**src/rtl/pr_bridge.sv**
```systemverilog
// pr_bridge: CPU-to-peripheral bridge with address decode, access timeout and interrupt routing.
// Optional feature: define PR_BRIDGE_IRQ_SYNC_EN to pass DevIrq through a two-flop synchroniser.
module pr_bridge #(
    parameter int unsigned NUM_DEV   = 2,
    parameter logic [31:0] BASE_ADDR = 32'h0000_7F00,
    parameter int unsigned WIN_AW    = 4,
    parameter int unsigned TIMEOUT   = 16
) (
    input  logic                    clk,
    input  logic                    reset,
    input  logic                    PrReq,
    input  logic                    PrWe,
    input  logic [31:0]             PrAddr,
    input  logic [31:0]             PrWD,
    input  logic [3:0]              PrBE,
    output logic [31:0]             PrRD,
    output logic                    PrStall,
    output logic                    PrAck,
    output logic                    PrErr,
    output logic [NUM_DEV-1:0]      DevSel,
    output logic [WIN_AW-1:0]       DevAddr,
    output logic [31:0]             DevWD,
    output logic [3:0]              DevBE,
    output logic                    DevWe,
    input  logic [NUM_DEV-1:0]      DevReady,
    input  logic [NUM_DEV*32-1:0]   DevRD,
    input  logic [NUM_DEV-1:0]      DevIrq,
    output logic [5:0]              HWInt,
    output logic [1:0]              dbg_state
);

    // CPU handshake: PrReq/PrWe/PrAddr/PrWD/PrBE are held stable while PrStall=1;
    // the access completes in the single cycle where PrAck=1 (with PrErr=1 on miss or timeout).
    typedef enum logic [1:0] {
        ST_IDLE   = 2'd0,
        ST_ACCESS = 2'd1,
        ST_DONE   = 2'd2
    } state_t;

    localparam logic [7:0] CNT_LAST = 8'(TIMEOUT - 1);

    state_t              state_q, state_d;
    logic [7:0]          cnt_q, cnt_d;
    logic [2:0]          sel_q, sel_d;
    logic [WIN_AW-1:0]   addr_q, addr_d;
    logic [31:0]         wd_q, wd_d;
    logic [3:0]          be_q, be_d;
    logic                we_q, we_d;
    logic [31:0]         rd_q, rd_d;
    logic                ack_q, ack_d;
    logic                err_q, err_d;
    logic [NUM_DEV-1:0]  dev_sel_q, dev_sel_d;
    logic                dev_we_q, dev_we_d;

    logic                hit;
    logic [2:0]          hit_idx;
    logic [NUM_DEV-1:0]  hit_onehot;
    logic                sel_ready;
    logic [31:0]         sel_rd;

    // Window i occupies the 2^WIN_AW bytes starting at BASE_ADDR + i*2^WIN_AW.
    always_comb begin
        hit        = 1'b0;
        hit_idx    = '0;
        hit_onehot = '0;
        for (int i = 0; i < NUM_DEV; i++) begin
            if ((PrAddr >> WIN_AW) == ((BASE_ADDR >> WIN_AW) + 32'(i))) begin
                hit           = 1'b1;
                hit_idx       = 3'(i);
                hit_onehot[i] = 1'b1;
            end
        end
    end

    always_comb begin
        sel_ready = 1'b0;
        sel_rd    = '0;
        for (int i = 0; i < NUM_DEV; i++) begin
            if (sel_q == 3'(i)) begin
                sel_ready = DevReady[i];
                sel_rd    = DevRD[32*i +: 32];
            end
        end
    end

    always_comb begin
        state_d   = state_q;
        cnt_d     = cnt_q;
        sel_d     = sel_q;
        addr_d    = addr_q;
        wd_d      = wd_q;
        be_d      = be_q;
        we_d      = we_q;
        rd_d      = rd_q;
        ack_d     = 1'b0;
        err_d     = 1'b0;
        dev_sel_d = dev_sel_q;
        dev_we_d  = dev_we_q;
        case (state_q)
            ST_IDLE: begin
                if (PrReq) begin
                    if (hit) begin
                        state_d   = ST_ACCESS;
                        cnt_d     = '0;
                        sel_d     = hit_idx;
                        addr_d    = PrAddr[WIN_AW-1:0];
                        wd_d      = PrWD;
                        be_d      = PrBE;
                        we_d      = PrWe;
                        dev_sel_d = hit_onehot;
                        dev_we_d  = PrWe;
                    end else begin
                        state_d = ST_DONE;
                        rd_d    = '0;
                        ack_d   = 1'b1;
                        err_d   = 1'b1;
                    end
                end
            end
            ST_ACCESS: begin
                // Ready wins over an expiring timeout in the same cycle.
                if (sel_ready) begin
                    state_d   = ST_DONE;
                    rd_d      = we_q ? 32'h0 : sel_rd;
                    ack_d     = 1'b1;
                    dev_sel_d = '0;
                    dev_we_d  = 1'b0;
                end else if (cnt_q == CNT_LAST) begin
                    state_d   = ST_DONE;
                    rd_d      = '0;
                    ack_d     = 1'b1;
                    err_d     = 1'b1;
                    dev_sel_d = '0;
                    dev_we_d  = 1'b0;
                end else begin
                    cnt_d = cnt_q + 8'd1;
                end
            end
            ST_DONE: begin
                state_d = ST_IDLE;
            end
            default: begin
                state_d   = ST_IDLE;
                dev_sel_d = '0;
                dev_we_d  = 1'b0;
            end
        endcase
    end

    always_ff @(posedge clk or negedge reset) begin
        if (!reset) begin
            state_q   <= ST_IDLE;
            cnt_q     <= '0;
            sel_q     <= '0;
            addr_q    <= '0;
            wd_q      <= '0;
            be_q      <= '0;
            we_q      <= 1'b0;
            rd_q      <= '0;
            ack_q     <= 1'b0;
            err_q     <= 1'b0;
            dev_sel_q <= '0;
            dev_we_q  <= 1'b0;
        end else begin
            state_q   <= state_d;
            cnt_q     <= cnt_d;
            sel_q     <= sel_d;
            addr_q    <= addr_d;
            wd_q      <= wd_d;
            be_q      <= be_d;
            we_q      <= we_d;
            rd_q      <= rd_d;
            ack_q     <= ack_d;
            err_q     <= err_d;
            dev_sel_q <= dev_sel_d;
            dev_we_q  <= dev_we_d;
        end
    end

    // Stall must rise in the request cycle itself, so it is decoded from the live PrReq.
    assign PrStall   = reset & (((state_q == ST_IDLE) & PrReq) | (state_q == ST_ACCESS));
    assign PrRD      = rd_q;
    assign PrAck     = ack_q;
    assign PrErr     = err_q;
    assign DevSel    = dev_sel_q;
    assign DevWe     = dev_we_q;
    assign DevAddr   = addr_q;
    assign DevWD     = wd_q;
    assign DevBE     = be_q;
    assign dbg_state = state_q;

    logic [NUM_DEV-1:0] irq_src;
    logic [5:0]         hw_int;

`ifdef PR_BRIDGE_IRQ_SYNC_EN
    logic [NUM_DEV-1:0] irq_sync1_q, irq_sync1_d;
    logic [NUM_DEV-1:0] irq_sync2_q, irq_sync2_d;

    always_comb begin
        irq_sync1_d = DevIrq;
        irq_sync2_d = irq_sync1_q;
    end

    always_ff @(posedge clk or negedge reset) begin
        if (!reset) begin
            irq_sync1_q <= '0;
            irq_sync2_q <= '0;
        end else begin
            irq_sync1_q <= irq_sync1_d;
            irq_sync2_q <= irq_sync2_d;
        end
    end

    assign irq_src = irq_sync2_q;
`else
    assign irq_src = DevIrq;
`endif

    // HWInt[i] is CPU line 2+i; lines beyond NUM_DEV stay low.
    always_comb begin
        hw_int                = '0;
        hw_int[NUM_DEV-1:0]   = irq_src;
        HWInt                 = reset ? hw_int : 6'h0;
    end

endmodule

```
**config.mk**
```make
export PLATFORM = sky130hd
export DESIGN_NAME = pr_bridge
export DESIGN_NICKNAME = d
export VERILOG_FILES = /design/src/rtl/pr_bridge.sv
export SDC_FILE = /design/constraint.sdc
export NUM_CORES = 1
export LEC_CHECK = 0
export ABC_AREA = 1
export CORE_ASPECT_RATIO = 0.9
export CORE_MARGIN = 2
export CORE_UTILIZATION = 30
export DETAILED_ROUTE_END_ITERATION = 8
export DONT_BUFFER_PORTS = 1
export GPL_TIMING_DRIVEN = 0
export PLACE_DENSITY_LB_ADDON = 0.1
export SLEW_MARGIN = 40
export SYNTH_ARGS = -nofsm -noshare
export SYNTH_HDL_FRONTEND = slang
export SYNTH_SLANG_ARGS = --single-unit
export TNS_END_PERCENT = 50
```
**constraint.sdc**
```tcl
create_clock -name clk -period 2.2 [get_ports clk]
set_input_delay 0.33 -clock clk [delete_from_list [all_inputs] [get_ports clk]]
set_output_delay 0.33 -clock clk [all_outputs]
set_load 0.02 [all_outputs]
```
# Word level (Yosys, flattened, before mapping)
# Cells that the tools add are included.
dict set report word_totals {
  register_bits 91
  latch_bits 0
  mem_bits_rw 0
  mem_bits_ro 0
  input_bits 140
  memories 0
}
dict set report classes {
  n_addsub 1
  n_mul 0
  n_div 0
  n_lt_le_gt_ge 0
  n_eq_ne 12
  shifts 0
  muxes 42
  bitwise_logic 4
  reduce_logical 8
}
# cell n
set ops {}
lappend ops {{2-to-1 mux 32 bit} 7}
lappend ops {{one-hot mux 32 bit (2 select lines)} 1}
lappend ops {{equality test 28 x 11 -> 1 bit, second input constant} 2}
lappend ops {{2-to-1 mux 8 bit} 4}
lappend ops {{2-to-1 mux 2 bit} 9}
lappend ops {{one-hot mux 8 bit (2 select lines)} 1}
lappend ops {{2-to-1 mux 1 bit} 15}
lappend ops {{!= test 2 bit, second input constant} 5}
lappend ops {{adder 8 x 1 -> 8 bit, second input constant} 1}
lappend ops {{equality test 8 x 4 -> 1 bit, second input constant} 1}
lappend ops {{AND reduction 4 bit} 2}
lappend ops {{one-hot mux 2 bit (3 select lines)} 1}
lappend ops {{AND reduction 5 bit} 1}
lappend ops {{one-hot mux 1 bit (2 select lines)} 2}
lappend ops {{one-hot mux 2 bit (2 select lines)} 1}
lappend ops {{equality test 3 x 1 -> 1 bit, second input constant} 1}
lappend ops {{zero test 3 bit} 1}
lappend ops {{!= test 3 bit, second input constant} 1}
lappend ops {{one-hot mux 1 bit (3 select lines)} 1}
lappend ops {{AND reduction 3 bit} 1}
lappend ops {{AND 1 bit} 2}
lappend ops {{equality test 2 x 1 -> 1 bit, second input constant} 1}
lappend ops {{equality test 2 bit, second input constant} 1}
lappend ops {{zero test 2 bit} 1}
lappend ops {{4 further kinds} 4}

# Depth between registers and ports, before layout
dict set report depth {
  ltp_word 6
  mapped_depth 12
  ltp_nobuf 11
}

# Worst setup path before layout
# Ideal clock, no wire load.
dict set report synth_path {
  path_kind {register to register}
  from {register cnt_q[0]}
  to {register rd_q[1] (netlist: PrRD[1])}
  setup_ps 66
  t_arrival_ps 1448
  setup_slack_ps 686
  path_stages_with_launch 12
  path_buffers 1
  synth_period_minus_slack_ps 1514
  path_cell_list {dfrtp_1 -> ha_1 -> nand2_1 -> inv_1 -> nand2_2 -> inv_1 -> nand4_1 -> inv_1 -> nor2_4 -> buf_2 -> nand3_1 -> nand2_1}
}
dict set report synth_via {
  elab_chain_cells 3
}
# item line_no
set synth_lines {}
lappend synth_lines {{from (decl)} 43} ;# logic [7:0] cnt_q, cnt_d;
lappend synth_lines {{from (signal assigned)} 166} ;# cnt_q <= cnt_d;
lappend synth_lines {{equality test 8 x 4 -> 1 bit} 128} ;# end else if (cnt_q == CNT_LAST) begin
lappend synth_lines {{!= test 3 bit (no line)} --}
lappend synth_lines {{AND reduction 4 bit (no line)} --}
lappend synth_lines {{to (signal assigned)} 172} ;# rd_q <= rd_d;
lappend synth_lines {{to (decl)} 49} ;# logic [31:0] rd_q, rd_d;
# No other way between the ends.
# A chain may end at the register's enable or synchronous reset.

# Final worst setup path
dict set report layout_path {
  from {register state_q[0] (netlist: dbg_state[0])}
  to {output PrStall}
}
dict set report layout_via {
  elab_chain_cells 4
}
# item line_no
set layout_lines {}
lappend layout_lines {{from (decl)} 42} ;# state_t state_q, state_d;
lappend layout_lines {{from (signal assigned)} 165} ;# state_q <= state_d;
lappend layout_lines {{zero test 2 bit} 181} ;# assign PrStall = reset & (((state_q == ST_IDLE) & PrReq) | (state_q == ST_ACCESS));
lappend layout_lines {{AND 1 bit} 181}
lappend layout_lines {{OR 1 bit (*)} 181}
lappend layout_lines {{AND 1 bit (*)} 181}
lappend layout_lines {{to (decl)} 17} ;# output logic PrStall,
# Mark *: on every way between the ends. The rest lies on a longest branch, timed or not.

==> impl_metrics.toml <==
[status]
outcome = "complete, but fails checks"
violations = "negative hold slack"

[cts]
ctsLongestPathBuffers = 2
cts_max_level = 3
insertion_delay_ns = 0.34
tritoncts = "done"
path_clk_slew_ns = 0.06
clock-root-buffer = "clkbuf_16"
cts.sinks = 89
cts_buffers = 9
cts_resized = 0

[worst_setup_path]
critPathSlowestCell = "dfrtp_1"
worst-path-max-fanout = 4
crit_top_cell = "nor2_2"
cp.depth = 4
worst-path-buf-inv = 1
critPathKind = "reg2out"
crit_required_ns = 1.87
worstPathArrival_ns = 1.63
crit_path_end_kind = "output port"
path_cells = "nor2_2 -> inv_1 -> nor2_2 -> o21a_1"
ff2ff_path_depth = 11
crit_path_start_kind = "register"
slowest_delay_ns = 0.49
crit_family = "flip-flops"

[routing]
wl_per_cell_um = 16.2
drt_first_pass_iters = 5
remaining_drc_errors = 0
vias_per_cell = 4.61
vias = 3337
first_iter_violations = 107
wl_mm = 11.8
ant_nets = 0

[die]
core_um2 = 14000
fp.dieW_um = 130
start_util = 0.307
rows = 41
ios = 226
die-area_um2 = 15300
die_h_um = 118

[pwr]
ir_worst_vdd_v = 0.000388
pwr-share-seq = 0.505
internal-power_mw = 2.57
p_clk_frac = 0.467
switching_share = 0.219
pwr-share-comb = 0.028
p_sw_mw = 0.721
p_leak_nw = 2.65
power_mw = 3.29
power_density_nw_per_um2 = 677

[timing]
rsz0062_at_grt = "false"
setup_violations = 0
fin_skew_ns = 0.00725
fin_crit_sh = 0.892
fmax_ghz = 0.509
slew_violations = 0
fin_tns_setup_ns = 0
fin_hold_ws_ns = -0.319
tightest_slew_ns = 0.608
final-hold-violation-count = 89
period_minus_slack_ns = 1.96
slew_headroom = 0.595

[finish]
fill_cells = 1456
drive_above_1_share = 0.172
ff_latch_area_um2 = 2230
fin_util = 0.347
fin_nets = 666
multiInputGateArea_um2 = 1770
syn2layout_area_growth_pct = 12.8

[run]
maxCapViolCount = 0

[logic_synthesis]
ys_ff_latch = 89
syn_inst = 511
synth_area_um2 = 4310
synth-seq-area-share = 0.517
ys_types = 31
syn_avg_cell_area_um2 = 8.43
ys_warn_count = 0

[global_routing]
grt_pass1_vias = 3435
grt_max_degree = 93
antenna_found_initial = 2
grtUsageTotal = 0.156
overflow = 0
grt_pass1_wl_mm = 18.2

[placement]
port_buffers = 0
gp_congestion = 0.765
dp_hpwl_mm = 8.84

[worst_hold_path]
hold_class = "in2async"
==> worst paths after layout <==
kind	startpoint	slack (ns)	end
max	dbg_state[0]	0.24	PrStall
min	reset	-0.32	PrRD[8]
max reg2reg	cnt_q[0]	0.37	PrRD[20]
min reg2reg	cnt_q[0]	0.53	cnt_q[0]
max in group asynchronous	reset	2.40	dbg_state[0]
min in group clk	PrWD[1]	0.09	DevWD[1]
==> power groups by stage <==
stage	Clock, mW	Combinational [mW]	Sequential [mW]
2_1_floorplan	0	0.0798	1.69
3_3_place_gp	0	0.0910	1.69
3_5_place_dp	0	0.0932	1.69
4_1_cts	1.60	0.0931	1.66
5_1_grt	1.68	0.104	1.66
6_report	1.54	0.0921	1.66
==> metal layers <==
metal | vias up | routed length (µm) | global-route usage
met3 | 16 | 1420 | 0.0736
met1 | 1520 | 4700 | 0.184
met2 | 149 | 5370 | 0.247
met5 | - | 13 | 0
li1 | 1650 | - | -
met4 | 2 | 246 | 0.0531
==> cells in the mapped netlist <==
| cell type | instances | area (µm²) |
|---|---|---|
| nand2_2 | 14 | 87.6 |
| nand2_4 | 2 | 22.5 |
| o21ai_4 | 1 | 16.3 |
| o21ai_1 | 10 | 50.1 |
| nand4_1 | 3 | 18.8 |
| o211ai_1 | 22 | 165 |
| inv_2 | 3 | 11.3 |
| conb_1 | 1 | 3.75 |
| nor2_2 | 4 | 25.0 |
| nand3_1 | 44 | 220 |
| nor3_1 | 1 | 5.00 |
| nand3b_1 | 1 | 7.51 |
| or2_2 | 22 | 138 |
| inv_4 | 1 | 6.26 |
| clkbuf_1 | 6 | 22.5 |
| nor2_1 | 16 | 60.1 |
| a31oi_1 | 1 | 6.26 |
| o21a_1 | 10 | 75.1 |
| inv_1 | 26 | 97.6 |
| buf_2 | 11 | 55.1 |
| buf_8 | 1 | 15.0 |
| xor2_1 | 3 | 26.3 |
| buf_4 | 9 | 67.6 |
| nor3b_1 | 2 | 15.0 |
| o21ai_0 | 8 | 40.0 |
| nor2_4 | 3 | 33.8 |
| ha_1 | 1 | 12.5 |
| nand2_1 | 191 | 717 |
| buf_6 | 4 | 45.0 |
| dfrtp_1 | 89 | 2230 |
| nand4_2 | 1 | 12.5 |
==> flip-flops by register name, summed over array words and instances (netlist names) <==
name and count:
PrErr 1, we_q 1, sel_q 1, DevBE 4, DevWe 1, DevWD 32, PrRD 32, cnt_q 8
DevSel 2, DevAddr 4, dbg_state 2, PrAck 1
==> through the flow <==
stage	worst slack (ns)	hold slack [ns]	instances	instance area, µm²
CTS	0.210	-0.340	723	4850
finish	0.237	-0.319	724	4860
floorplan	0.686	0.0344	514	4320
global route	0.126	-0.344	723	4850
global placement	0.402	0.0366	707	4560
detailed placement	0.359	0.0363	707	4560
==> cells in the final DEF, fill, tap and decap left out, types with 2 or more instances in the layout <==
master,netlist,layout
nand2_4,2,2
nor2_1,16,16
xor2_1,3,3
or2_2,22,22
buf_2,11,11
nand4_1,3,3
clkbuf_1,6,7
dfrtp_1,89,89
nor2_4,3,3
conb_1,1,4
o21ai_1,10,10
o211ai_1,22,22
nand3_1,44,44
clkbuf_16,0,9
nand2_2,14,14
clkinvlp_4,0,2
o21ai_0,8,8
nor2_2,4,4
nor3b_1,2,2
inv_2,3,3
o21a_1,10,10
buf_4,9,9
buf_6,4,4
inv_1,26,26
nand2_1,191,191
==> area by class of cell <==
| type | count | share of cell area |
|---|---|---|
| clock inverters | 6 | 0.0139 |
| clock buffers | 10 | 0.0471 |
| flip-flops and latches | 89 | 0.459 |
| multi-input cells | 364 | 0.364 |
| diodes | 1 | 0.000515 |
| plain buffers | 31 | 0.0422 |
| inverters | 30 | 0.0237 |
| well taps | 193 | 0.0497 |
==> cells by family (layout without fill, tap and decap cells) <==
group | after synthesis | in the layout | synth area share
simple gates | 304 | 304 | 0.316
buf+inv | 61 | 77 | 0.0744
xor+xnor | 3 | 3 | 0.00610
other cells | 1 | 5 | 0.000871
flops | 89 | 89 | 0.517
fa+ha+maj | 1 | 1 | 0.00291
compound gates | 52 | 52 | 0.0820
==> what timing repair did <==
action / 4_1_cts / 5_1_grt
hold endpoints to repair: 89 / 89
setup endpoints to repair: 0 / 0
buffers inserted: 0 / 0
(Power assumes the default switching activity.)
